[config.mk]
export PLATFORM = sky130hd
export DESIGN_NAME = raster_capture_flat
export DESIGN_NICKNAME = d
export VERILOG_FILES = /design/src/rtl/raster_capture_if.sv /design/src/rtl/raster_capture.sv /design/src/flat_wrapper.sv
export SDC_FILE = /design/constraint.sdc
export NUM_CORES = 1
export LEC_CHECK = 0
export BUFFER_PORTS_ARGS = -buffer_cell sky130_fd_sc_hd__buf_2
export CAP_MARGIN = 20
export CORE_MARGIN = 8
export CORE_UTILIZATION = 35
export DETAILED_ROUTE_END_ITERATION = 7
export HOLD_SLACK_MARGIN = 0.12
export PLACE_DENSITY = 0.59
export SYNTH_ARGS = -nofsm -noshare
export SYNTH_HDL_FRONTEND = slang
export SYNTH_SLANG_ARGS = --single-unit
[constraint.sdc]
create_clock -name clk -period 2.18 [get_ports clk]
set_input_delay 0.436 -clock clk [delete_from_list [all_inputs] [get_ports clk]]
set_output_delay 0.436 -clock clk [all_outputs]
set_load 0.02 [all_outputs]
[src/rtl/raster_capture_if.sv]
// Raster stream in, framebuffer write port and status out.
// enable is a valid-only strobe (no ready): a pixel is consumed on every rising clk edge that samples enable high.
interface raster_capture_if #(
   parameter int COLOUR_W = 3,
   parameter int ADDR_W   = 17
);
   logic                enable;
   logic [8:0]          x;
   logic [7:0]          y;
   logic [COLOUR_W-1:0] colour;
   logic [ADDR_W-1:0]   fb_addr;
   logic [COLOUR_W-1:0] fb_data;
   logic                fb_we;
   logic                locked;
   logic                frame_done;
   logic [7:0]          frame_count;
   logic                sync_err;
   logic [7:0]          err_count;

   modport master (
      output enable, x, y, colour,
      input  fb_addr, fb_data, fb_we, locked, frame_done, frame_count, sync_err, err_count
   );

   modport slave (
      input  enable, x, y, colour,
      output fb_addr, fb_data, fb_we, locked, frame_done, frame_count, sync_err, err_count
   );
endinterface

[src/rtl/raster_capture.sv]
// Locks onto a raster stream at (0,0), enforces strict raster order and turns
// each accepted pixel into a framebuffer write one cycle later.
module raster_capture #(
   parameter int H_RES    = 320,
   parameter int V_RES    = 240,
   parameter int COLOUR_W = 3,
   parameter int ADDR_W   = 17
) (
   input logic             clk,
   input logic             resetn,
   raster_capture_if.slave bus
);
   typedef enum logic {SEARCH, LOCKED} state_t;

   localparam logic [8:0]        X_LAST      = 9'(H_RES - 1);
   localparam logic [7:0]        Y_LAST      = 8'(V_RES - 1);
   localparam logic [ADDR_W-1:0] LINE_STRIDE = ADDR_W'(H_RES);

   state_t              state_q, state_d;
   logic [8:0]          ex_q, ex_d;
   logic [7:0]          ey_q, ey_d;
   logic                accept, last_px, mismatch;
   logic                is_origin, in_range, is_expected, line_end, frame_end;
   logic [ADDR_W-1:0]   addr_calc;
   logic [ADDR_W-1:0]   fb_addr_q;
   logic [COLOUR_W-1:0] fb_data_q;
   logic                fb_we_q, frame_done_q, sync_err_q;
   logic [7:0]          frame_count_q, err_count_q;

   assign is_origin   = (bus.x == 9'd0) && (bus.y == 8'd0);
   assign in_range    = (bus.x <= X_LAST) && (bus.y <= Y_LAST);
   assign is_expected = in_range && (bus.x == ex_q) && (bus.y == ey_q);
   assign line_end    = (ex_q == X_LAST);
   assign frame_end   = line_end && (ey_q == Y_LAST);
   assign addr_calc   = ADDR_W'(bus.y) * LINE_STRIDE + ADDR_W'(bus.x);

   always_comb begin
      state_d  = state_q;
      ex_d     = ex_q;
      ey_d     = ey_q;
      accept   = 1'b0;
      last_px  = 1'b0;
      mismatch = 1'b0;
      if (bus.enable) begin
         case (state_q)
            SEARCH: begin
               if (is_origin) begin
                  accept  = 1'b1;
                  state_d = LOCKED;
                  ex_d    = 9'd1;
                  ey_d    = 8'd0;
               end
            end
            LOCKED: begin
               if (is_expected) begin
                  accept = 1'b1;
                  if (frame_end) begin
                     last_px = 1'b1;
                     ex_d    = 9'd0;
                     ey_d    = 8'd0;
                  end else if (line_end) begin
                     ex_d = 9'd0;
                     ey_d = ey_q + 8'd1;
                  end else begin
                     ex_d = ex_q + 9'd1;
                  end
               end else begin
                  mismatch = 1'b1;
                  // A stray frame start is taken as the new reference instead of dropping lock.
                  if (is_origin) begin
                     accept = 1'b1;
                     ex_d   = 9'd1;
                     ey_d   = 8'd0;
                  end else begin
                     state_d = SEARCH;
                     ex_d    = 9'd0;
                     ey_d    = 8'd0;
                  end
               end
            end
         endcase
      end
   end

   always_ff @(posedge clk or negedge resetn) begin
      if (!resetn) begin
         state_q       <= SEARCH;
         ex_q          <= 9'd0;
         ey_q          <= 8'd0;
         fb_addr_q     <= '0;
         fb_data_q     <= '0;
         fb_we_q       <= 1'b0;
         frame_done_q  <= 1'b0;
         sync_err_q    <= 1'b0;
         frame_count_q <= 8'd0;
         err_count_q   <= 8'd0;
      end else begin
         state_q      <= state_d;
         ex_q         <= ex_d;
         ey_q         <= ey_d;
         fb_we_q      <= accept;
         frame_done_q <= last_px;
         sync_err_q   <= mismatch;
         if (accept) begin
            fb_addr_q <= addr_calc;
            fb_data_q <= bus.colour;
         end
         if (last_px) frame_count_q <= frame_count_q + 8'd1;
         if (mismatch && (err_count_q != 8'hFF)) err_count_q <= err_count_q + 8'd1;
      end
   end

   assign bus.fb_addr     = fb_addr_q;
   assign bus.fb_data     = fb_data_q;
   assign bus.fb_we       = fb_we_q;
   assign bus.locked      = (state_q == LOCKED);
   assign bus.frame_done  = frame_done_q;
   assign bus.frame_count = frame_count_q;
   assign bus.sync_err    = sync_err_q;
   assign bus.err_count   = err_count_q;
endmodule

[src/flat_wrapper.sv]
// flat-port wrapper written by rule: the top's interface ports become plain ports
module raster_capture_flat 
#(
   parameter int H_RES    = 320,
   parameter int V_RES    = 240,
   parameter int COLOUR_W = 3,
   parameter int ADDR_W   = 17
)
  (clk, resetn, bus_enable, bus_x, bus_y, bus_colour, bus_fb_addr, bus_fb_data, bus_fb_we, bus_locked, bus_frame_done, bus_frame_count, bus_sync_err, bus_err_count);
  raster_capture_if #(.COLOUR_W(COLOUR_W), .ADDR_W(ADDR_W)) bus_i ();
  input logic clk;
  input logic resetn;
  input wire logic [$bits(bus_i.enable)-1:0] bus_enable;
  input wire logic [$bits(bus_i.x)-1:0] bus_x;
  input wire logic [$bits(bus_i.y)-1:0] bus_y;
  input wire logic [$bits(bus_i.colour)-1:0] bus_colour;
  output wire logic [$bits(bus_i.fb_addr)-1:0] bus_fb_addr;
  output wire logic [$bits(bus_i.fb_data)-1:0] bus_fb_data;
  output wire logic [$bits(bus_i.fb_we)-1:0] bus_fb_we;
  output wire logic [$bits(bus_i.locked)-1:0] bus_locked;
  output wire logic [$bits(bus_i.frame_done)-1:0] bus_frame_done;
  output wire logic [$bits(bus_i.frame_count)-1:0] bus_frame_count;
  output wire logic [$bits(bus_i.sync_err)-1:0] bus_sync_err;
  output wire logic [$bits(bus_i.err_count)-1:0] bus_err_count;
  assign bus_i.enable = bus_enable;
  assign bus_i.x = bus_x;
  assign bus_i.y = bus_y;
  assign bus_i.colour = bus_colour;
  assign bus_fb_addr = bus_i.fb_addr;
  assign bus_fb_data = bus_i.fb_data;
  assign bus_fb_we = bus_i.fb_we;
  assign bus_locked = bus_i.locked;
  assign bus_frame_done = bus_i.frame_done;
  assign bus_frame_count = bus_i.frame_count;
  assign bus_sync_err = bus_i.sync_err;
  assign bus_err_count = bus_i.err_count;
  raster_capture #(.H_RES(H_RES), .V_RES(V_RES), .COLOUR_W(COLOUR_W), .ADDR_W(ADDR_W)) u_core (.clk(clk), .resetn(resetn), .bus(bus_i));
endmodule
==> results of run 1 <==
-- registers in the layout, summed over array words and instances, names as in the netlist --
name	flops
u_core.bus.frame_count	8
u_core.bus.sync_err	1
u_core.bus.fb_addr	17
u_core.bus.locked	1
u_core.bus.fb_data	3
u_core.bus.err_count	8
u_core.ex_q	9
u_core.ey_q	8
u_core.bus.fb_we	1
u_core.bus.frame_done	1
-- through the flow --
step           setup slack (ns)  cell area (um2)  total power [uW]
2_1_floorplan            -0.174             3460              1320
3_3_place_gp             -0.307             4430              1520
3_5_place_dp             -0.341             4430              1530
4_1_cts                  0.0239             4630              2510
5_1_grt                 -0.0113             4700              2630
6_report                 0.0431             4700              2500
-- what timing repair did --
item / in CTS / in global routing
gates resized for setup: 0 / 11
setup endpoints to repair: 0 / 15
hold buffers: 1 / 0
setup buffers: 0 / 3
hold endpoints to repair: 17 / 0
-- metal layers --
metal | wire [um] | part of all wire | vias up
met2 | 4210 | 0.48 | 69
li1 | - | - | 1470
met4 | 175 | 0.020 | 0
met1 | 3940 | 0.45 | 1396
met3 | 441 | 0.050 | 13
met5 | 0 | 0 | -
-- power by group through the flow --
stage                     Clock (uW)  Combinational (uW)  Sequential, uW
after detailed placement           0                 433            1090
after CTS                       1000                 437            1070
final                            966                 459            1070
after global routing            1050                 510            1070
after global placement             0                 425            1090
after floorplan                    0                 218            1100
-- kinds of logic (layout without fill, tap and decap cells) --
| family | after synthesis | after routing | synth area share |
|---|---|---|---|
| flip-flops | 57 | 57 | 0.421 |
| AO/OA/AOI/OAI | 48 | 48 | 0.0930 |
| multiplexers | 15 | 15 | 0.0491 |
| adder cells (fa/ha/maj) | 21 | 21 | 0.0819 |
| AND/OR/NAND/NOR | 121 | 121 | 0.209 |
| XOR/XNOR | 46 | 46 | 0.119 |
| buffers and inverters | 20 | 162 | 0.0273 |
-- synthesized netlist by cell type (all sizes together), types with 2 or more instances --
library cell,number,area (um2)
xor2,27,236
a21oi,5,25.0
ha,19,238
and2,3,18.8
nor2,19,71.3
nand4,18,113
mux2i,2,20.0
or2,2,12.5
and3,14,87.6
o21bai,2,15.0
buf,7,42.5
nor4b,2,17.5
nand3,12,60.1
nor3,7,45.0
o21a,2,15.0
a31oi,2,12.5
inv,12,45.0
nor4,9,98.8
nor3b,3,22.5
nor2b,5,31.3
o22ai,4,25.0
xnor2,19,166
mux2,13,146
fa,2,40.0
o21ai,18,90.1
nand2,21,78.8
dfrtp,57,1430
a211oi,3,27.5
nand3b,2,15.0
-- area by class of cell --
cell class              count  area (um2)  area share
clock buffers              11         131      0.0280
clock inverters             5        56.3      0.0120
inverters                  12        45.0     0.00959
multi-input cells         251        1990       0.424
flip-flops and latches     57        1430       0.304
well taps                 133         166      0.0354
repair buffers            134         878       0.187
-- critical path: cells and delay by family --
family	cells	cell delay, ns
XOR/XNOR	1	0.14
adder cells (fa/ha/maj)	3	0.87
multiplexers	1	0.25
AND/OR/NAND/NOR	3	0.50
buffers and inverters	2	0.17
-- final timing paths --
kind / start / to / slack [ns] / cells past startpoint
min in group asynchronous: resetn / u_core.ey_q[3]$_DFFE_PN0P_ / 0.58 / 2
max in group asynchronous: resetn / u_core.ex_q[0]$_DFFE_PN0P_ / 0.93 / 3
setup reg to reg: u_core.ex_q[2]$_DFFE_PN0P_ / u_core.ey_q[2]$_DFFE_PN0P_ / 0.12 / 7
hold reg to reg: u_core.bus.frame_count[7]$_DFFE_PN0P_ / u_core.bus.frame_count[7]$_DFFE_PN0P_ / 0.46 / 1
setup / recovery: bus_y[1] / u_core.bus.fb_addr[13]$_DFFE_PN0P_ / 0.04 / 10
hold / removal: bus_colour[2] / u_core.bus.fb_data[2]$_DFFE_PN0P_ / 0.33 / 2
==> impl_metrics.yaml, run 1 <==
critical_path:
  required_ns: 2.40
  crit_chain: "buf_2 -> ha_4 -> ha_4 -> inv_2 -> fa_2 -> nor4b_4 -> nor2b_2 -> nand2_1 -> xnor2_1 -> mux2_4"
  cp_slowest_cell: "fa_2"
  slowest_delay_ns: 0.46
  startpoint_type: "input port"
  cp-end-kind: "flip-flop"
  cp.arrival_ns: 2.36
  cpMostUsedCell: "ha_4"
  cp_max_fo: 2
  path_class: "input port to flip-flop"
global_routing:
  grtUsageMet2: 0.237
  grtUsageMet3: 0.0364
  grt_max_degree: 21
  antenna_found_initial: 0
  grt_pass1_wl_um: 14900
  grt_pass1_vias: 3128
  grt_overflow: 0
  use_met1: 0.172
  grt_use_total: 0.143
  grt-busiest-layer: "met2"
power:
  leakage_uw: 0.00239
  powerDensity_mw_per_mm2: 532
  seqPwrFrac: 0.430
  power_switching_share: 0.268
  p_comb_frac: 0.184
  switching_power_uw: 670
  power_frac_clock: 0.386
  p_int_uw: 1830
  vdd_drop_max_mv: 0.299
synth:
  synthesis.area_mm2: 0.00339
  avgSynthCellArea_um2: 10.3
  synth_fp_nets: 372
  yosysSeqAreaShare: 0.421
  synthArstFlopShare: 1.00
  synthCells: 328
  ys_warn_count: 0
  synthFlopType: "dfrtp_1"
  ys_seq_elements: 57
  synth_cell_type_count: 53
  synth_edf_count: 0
min_path:
  hp-class: "input port to flip-flop"
floorplanning:
  std_cell_rows: 36
  dieArea_mm2: 0.0131
  io_pins: 63
  core_mm2: 0.00959
  start_util: 0.353
  die_x_um: 114
  die_y_um: 114
timing:
  finalSetupTns_ns: 0
  timing.final.crit_period_ns: 2.14
  whs_ns: 0.329
  worst_pin_slew_ns: 0.476
  hold_viol_final: 0
  fin_crit_sh: 0.980
  relSlewSlack: 0.683
  maxSlewViolCount: 0
  clock_skew_ns: 0.0121
  setup_viol: 0
  fmax_mhz: 468
layout:
  final_common_cell: "buf_4"
  utilization: 0.490
  drive_gt1_frac: 0.404
  diodes: 0
  fillers: 895
  area_growth_pct: 38.6
  nets: 509
  final_cells: 603
  final_cell_mix: "buf_4 (69), buf_2 (62), dfrtp_1 (56)"
clock_tree:
  cts_buffer_depth: 2
  insertion_delay_ns: 0.34
  htreeDepth: 3
  cts_buffers: 9
  cts.clk_slew.worst_paths_ns: 0.06
  root_buffer: "clkbuf_8"
  cts_sinks: 57
  cts_tree: "yes"
place:
  port_buffers: 62
  gp_congestion: 0.860
  dp_cells: 583
  hpwl_um: 6980
drt:
  drtIter0Drc: 98
  route.vias.total: 2948
  via_per_inst: 4.89
  drtPass1Iterations: 4
  drc: 0
  routedWlPerCell_um: 14.5
  ant_nets: 0
  drt_wl_total_um: 8760
run:
  drv_cap: 0
status:
  status: "finished clean"
Note: power is estimated with default switching activity, not from simulation.
==> run 2: changes to the inputs <==
- clock period: 2.18 -> 2.5 ns (I/O delays scaled with it)
==> run 2 against run 1 <==
Against the previous run: non-clock buffer count is 33 lower; via count shrank 4.2%; first-iteration DRC count unchanged; critical path depth unchanged; combinational power is 25% lower; clock-buffer cell count rose by 1; largest cell class unchanged; total power decreased by 13%; critical path type unchanged.
==> impl_metrics.yaml, run 2 (synthesized netlist as in run 1, its figures left out) <==
drt:
  drtPass1Iterations: 4
  dr_wl_met3_um: 386
  drtIter0Drc: 98
  met2_length_um: 3930
  drc: 0
  routedWlPerCell_um: 14.6
  route.vias.total: 2823
  routed.top_layer: "met4"
  drt_wl_total_um: 8330
  met1_length_um: 3860
  via_per_inst: 4.95
  ant_nets: 0
timing:
  hold_viol_final: 0
  clock_skew_ns: 0.00959
  maxSlewViolCount: 0
  relSlewSlack: 0.518
  finalSetupTns_ns: 0
  rsz0062_at_grt: "no"
  fmax_mhz: 427
  fin_crit_sh: 0.937
  worst_pin_slew_ns: 0.723
  timing.final.crit_period_ns: 2.34
  post-route-worst-setup-slack_ns: 0.157
  setup_viol: 0
status:
  status: "finished clean"
clock_tree:
  cts_sinks: 57
  insertion_delay_ns: 0.34
  cts_resized: 0
  root_buffer: "clkbuf_8"
  holdBufCountCts: 0
  cts_tree: "yes"
  cts_buffers: 9
  cts.clk_slew.worst_paths_ns: 0.07
  cts_setup_buffers: 0
  htreeDepth: 3
  cts_buffer_depth: 2
critical_path:
  rr_startpoint: "u_core.ey_q[3]$_DFFE_PN0P_"
  rr_worst_depth: 7
  cp.arrival_ns: 2.60
  cp-end-kind: "flip-flop"
  startpoint_type: "input port"
  required_ns: 2.75
  cp_max_fo: 3
  crit_start: "bus_y[3]"
  path_class: "input port to flip-flop"
layout:
  area_growth_pct: 28.8
  nets: 476
  largest_reg_flops: 17
  final_cells: 570
  drive_gt1_frac: 0.334
  multi_input_area_mm2: 0.00191
  diodes: 0
  utilization: 0.455
  fillers: 950
  seq_area_mm2: 0.00143
  final_common_cell: "buf_2"
  final_cell_mix: "buf_2 (62), dfrtp_1 (57), buf_4 (38)"
place:
  dp_cells: 554
  dp_slack_ns: -0.230
  gp_congestion: 0.851
  hpwl_um: 6670
  port_buffers: 62
global_routing:
  grt_max_degree: 58
  grt_pass1_wl_um: 14200
  grt_overflow: 0
  grt_use_total: 0.138
  antenna_found_initial: 0
  grt_pass1_vias: 2933
floorplanning:
  core_mm2: 0.00959
  die_x_um: 114
  io_pins: 63
  dieArea_mm2: 0.0131
  start_util: 0.353
  std_cell_rows: 36
  die_y_um: 114
min_path:
  hp-class: "input port to async pin"
run:
  drv_cap: 0
power:
  vdd_drop_max_mv: 0.298
  leakage_uw: 0.00222
  powerDensity_mw_per_mm2: 497
  power_uw: 2170
-- run 2: final timing paths --
path,to,slack (ns)
worst min register to register,u_core.bus.frame_count[7]$_DFFE_PN0P_,0.46
worst max register to register,u_core.bus.frame_count[7]$_DFFE_PN0P_,0.24
worst min-delay path,u_core.bus.err_count[0]$_DFFE_PN0P_,0.29
max in group asynchronous,u_core.bus.fb_addr[4]$_DFFE_PN0P_,1.72
worst max-delay path,u_core.bus.fb_addr[16]$_DFFE_PN0P_,0.16
min in group clk,u_core.bus.fb_data[1]$_DFFE_PN0P_,0.40
-- run 2: layout make-up --
| cell class | instances | share of cell area |
|---|---|---|
| sequential | 57 | 0.327 |
| clock inverter | 4 | 0.0117 |
| tap | 133 | 0.0381 |
| inverter | 12 | 0.0103 |
| timing repair buffer | 101 | 0.141 |
| multi-input combinational | 251 | 0.437 |
| clock buffer | 12 | 0.0355 |
-- run 2: per-stage QoR --
step | cell area [um2] | hold slack [ns]
after floorplan | 3420 | 0.204
after global placement | 4160 | 0.452
after detailed placement | 4160 | 0.453
after CTS | 4370 | 0.319
after global routing | 4370 | 0.344
final | 4370 | 0.289
-- run 2: worst max-delay path, stage by stage --
cell      delay, ns
buf_2          0.13
ha_1           0.30
ha_1           0.31
nor2b_2        0.16
o221ai_1       0.21
or4b_1         0.47
o311ai_1       0.11
buf_4          0.17
a32oi_1        0.08
o21ai_0        0.15
-- run 2: routing by layer --
metal / global-route usage / up-vias
met5: 0 / -
met4: 0.0559 / 0
met1: 0.168 / 1353
li1: - / 1401
met3: 0.0417 / 10
met2: 0.221 / 59
-- run 2: power by group --
part / internal [uW] / switching (uW)
Sequential: 929 / 7.56
Combinational: 170 / 172
Clock: 515 / 377
Total: 1610 / 557
==> run 3: changes to the inputs <==
- CAP_MARGIN: 20 -> not set
- CORE_ASPECT_RATIO: not set -> 1.75
- CORE_MARGIN: 8 -> not set
==> run 3 against run 2 <==
Against the previous run: sequential power rose by 0.4%; non-clock buffer count rose by 4; cell area grew 3.0%; largest cell class unchanged; cell count down 1.2%; total power is 21% higher; clock power increased by 48%; largest power group is now the clock network.
==> impl_metrics.yaml, run 3 (synthesized netlist as in run 1, its figures left out) <==
clock_tree:
  htreeDepth: 3
  cts.clk_slew.worst_paths_ns: 0.05
  root_buffer: "clkbuf_16"
  cts_tree: "yes"
  cts_buffers: 9
  cts_buffer_depth: 2
  insertion_delay_ns: 0.33
  cts_setup_buffers: 0
  cts_sinks: 57
global_routing:
  grt_max_degree: 58
  grt_overflow: 0
  grt_pass1_vias: 2925
  grt_use_total: 0.175
  grt_pass1_wl_um: 13700
  antenna_found_initial: 0
layout:
  drive_gt1_frac: 0.340
  utilization: 0.478
  final_cell_mix: "buf_2 (62), dfrtp_1 (57), buf_4 (42)"
  final_cells: 563
  largest_reg_flops: 17
  area_growth_pct: 32.7
  final_common_cell: "buf_2"
  diodes: 0
  final_area_mm2: 0.00450
  nets: 480
critical_path:
  startpoint_type: "input port"
  path_class: "input port to flip-flop"
  cp_slowest_cell: "fa_1"
  required_ns: 2.71
  slowest_delay_ns: 0.48
  critical-path-top-delay-family: "adder cells"
  cp-end-kind: "flip-flop"
  cp.arrival_ns: 2.59
  path_buf_inv: 2
  cp_max_fo: 3
  crit_chain: "buf_2 -> ha_4 -> ha_2 -> inv_2 -> fa_1 -> nor4b_2 -> nor2b_2 -> nand2_1 -> xnor2_1 -> mux2_4"
drt:
  drtPass1Iterations: 4
  drtIter0Drc: 72
  drc: 0
  route.vias.total: 2839
  ant_nets: 0
  routedWlPerCell_um: 14.7
  via_per_inst: 5.04
  drt_wl_total_um: 8290
place:
  hpwl_um: 6410
  dp_slack_ns: -0.210
  dp_cells: 547
  post_dp_cell_area_mm2: 0.00418
  gp_congestion: 0.836
  port_buffers: 62
timing:
  timing.final.crit_period_ns: 2.38
  fmax_mhz: 421
  fin_crit_sh: 0.951
  post-route-worst-setup-slack_ns: 0.123
  hold_viol_final: 0
  rsz0062_at_grt: "no"
  relSlewSlack: 0.508
  worst_pin_slew_ns: 0.738
  maxSlewViolCount: 0
  setup_viol: 0
  clock_skew_ns: 0.00393
power:
  leakage_uw: 0.00230
  powerDensity_mw_per_mm2: 582
  vdd_drop_max_mv: 0.341
floorplanning:
  start_util: 0.360
  std_cell_rows: 47
  io_pins: 63
  die_x_um: 76.4
  dieArea_mm2: 0.0101
  core_mm2: 0.00941
  die_y_um: 132
run:
  drv_cap: 0
status:
  status: "finished clean"
min_path:
  hp-class: "input port to async pin"
[run 3: cell types whose count changed in the layout (fill, tap and decap cells not counted), sizes merged]
cell | previous run | this run
clkinv | 2 | 3
buf | 101 | 105
clkbuf | 12 | 11
bufinv | 1 | 2
clkinvlp | 1 | 0
[run 3: cell type report]
type | count | area, um2
multi-input combinational | 251 | 1910
clock inverter | 5 | 78.8
inverter | 12 | 45.0
tap | 122 | 153
timing repair buffer | 105 | 646
clock buffer | 11 | 243
sequential | 57 | 1430
fill | 902 | 4910
[run 3: layer usage]
metal / global-route usage / wire length, um / part of all wire
met5: 0 / 0 / 0
met4: 0.0972 / 244 / 0.029
met3: 0.0332 / 174 / 0.021
met2: 0.325 / 4590 / 0.55
met1: 0.179 / 3270 / 0.40
[run 3: worst paths after layout]
kind / to / slack, ns / depth (start not counted) / from
hold / removal: u_core.bus.frame_count[7]$_DFFE_PN0P_ / 0.31 / 2 / resetn
setup / recovery: u_core.bus.fb_addr[13]$_DFFE_PN0P_ / 0.12 / 10 / bus_y[3]
hold reg to reg: u_core.bus.frame_count[7]$_DFFE_PN0P_ / 0.47 / 1 / u_core.bus.frame_count[7]$_DFFE_PN0P_
min in group clk: u_core.bus.fb_data[1]$_DFFE_PN0P_ / 0.40 / 2 / bus_colour[1]
max in group asynchronous: u_core.bus.fb_addr[11]$_DFFE_PN0P_ / 1.68 / 2 / resetn
setup reg to reg: u_core.bus.err_count[6]$_DFFE_PN0P_ / 0.29 / 7 / u_core.ex_q[3]$_DFFE_PN0P_
[run 3: worst reg2reg max path: cells and delay by family (launching register included)]
| kind | cells | cell delay [ns] |
|---|---|---|
| buffers and inverters | 1 | 0.16 |
| xor gates and xnor gates | 1 | 0.20 |
| DFF | 1 | 0.41 |
| muxes | 1 | 0.34 |
| AOI/OAI and AO/OA | 1 | 0.08 |
| and+or+nand+nor | 3 | 0.91 |
[run 3: where the power goes]
part,internal [uW],total [uW],switching (uW)
logic,176,355,179
clock network,897,1320,425
registers,931,940,9.13
[run 3: what timing repair did]
action / 4_1_cts / 5_1_grt
endpoints found under the hold margin: 0 / 0
setup endpoints to repair: 0 / 4
gates resized for setup: 0 / 1
hold buffers: 0 / 0
[run 3: through the flow]
stage	power, uW	hold WS [ns]	setup TNS, ns
floorplan	1130	0.204	0
global placement	1300	0.453	-0.567
detailed placement	1310	0.460	-0.727
CTS	2640	0.354	0
global route	2730	0.375	0
finish	2620	0.312	0
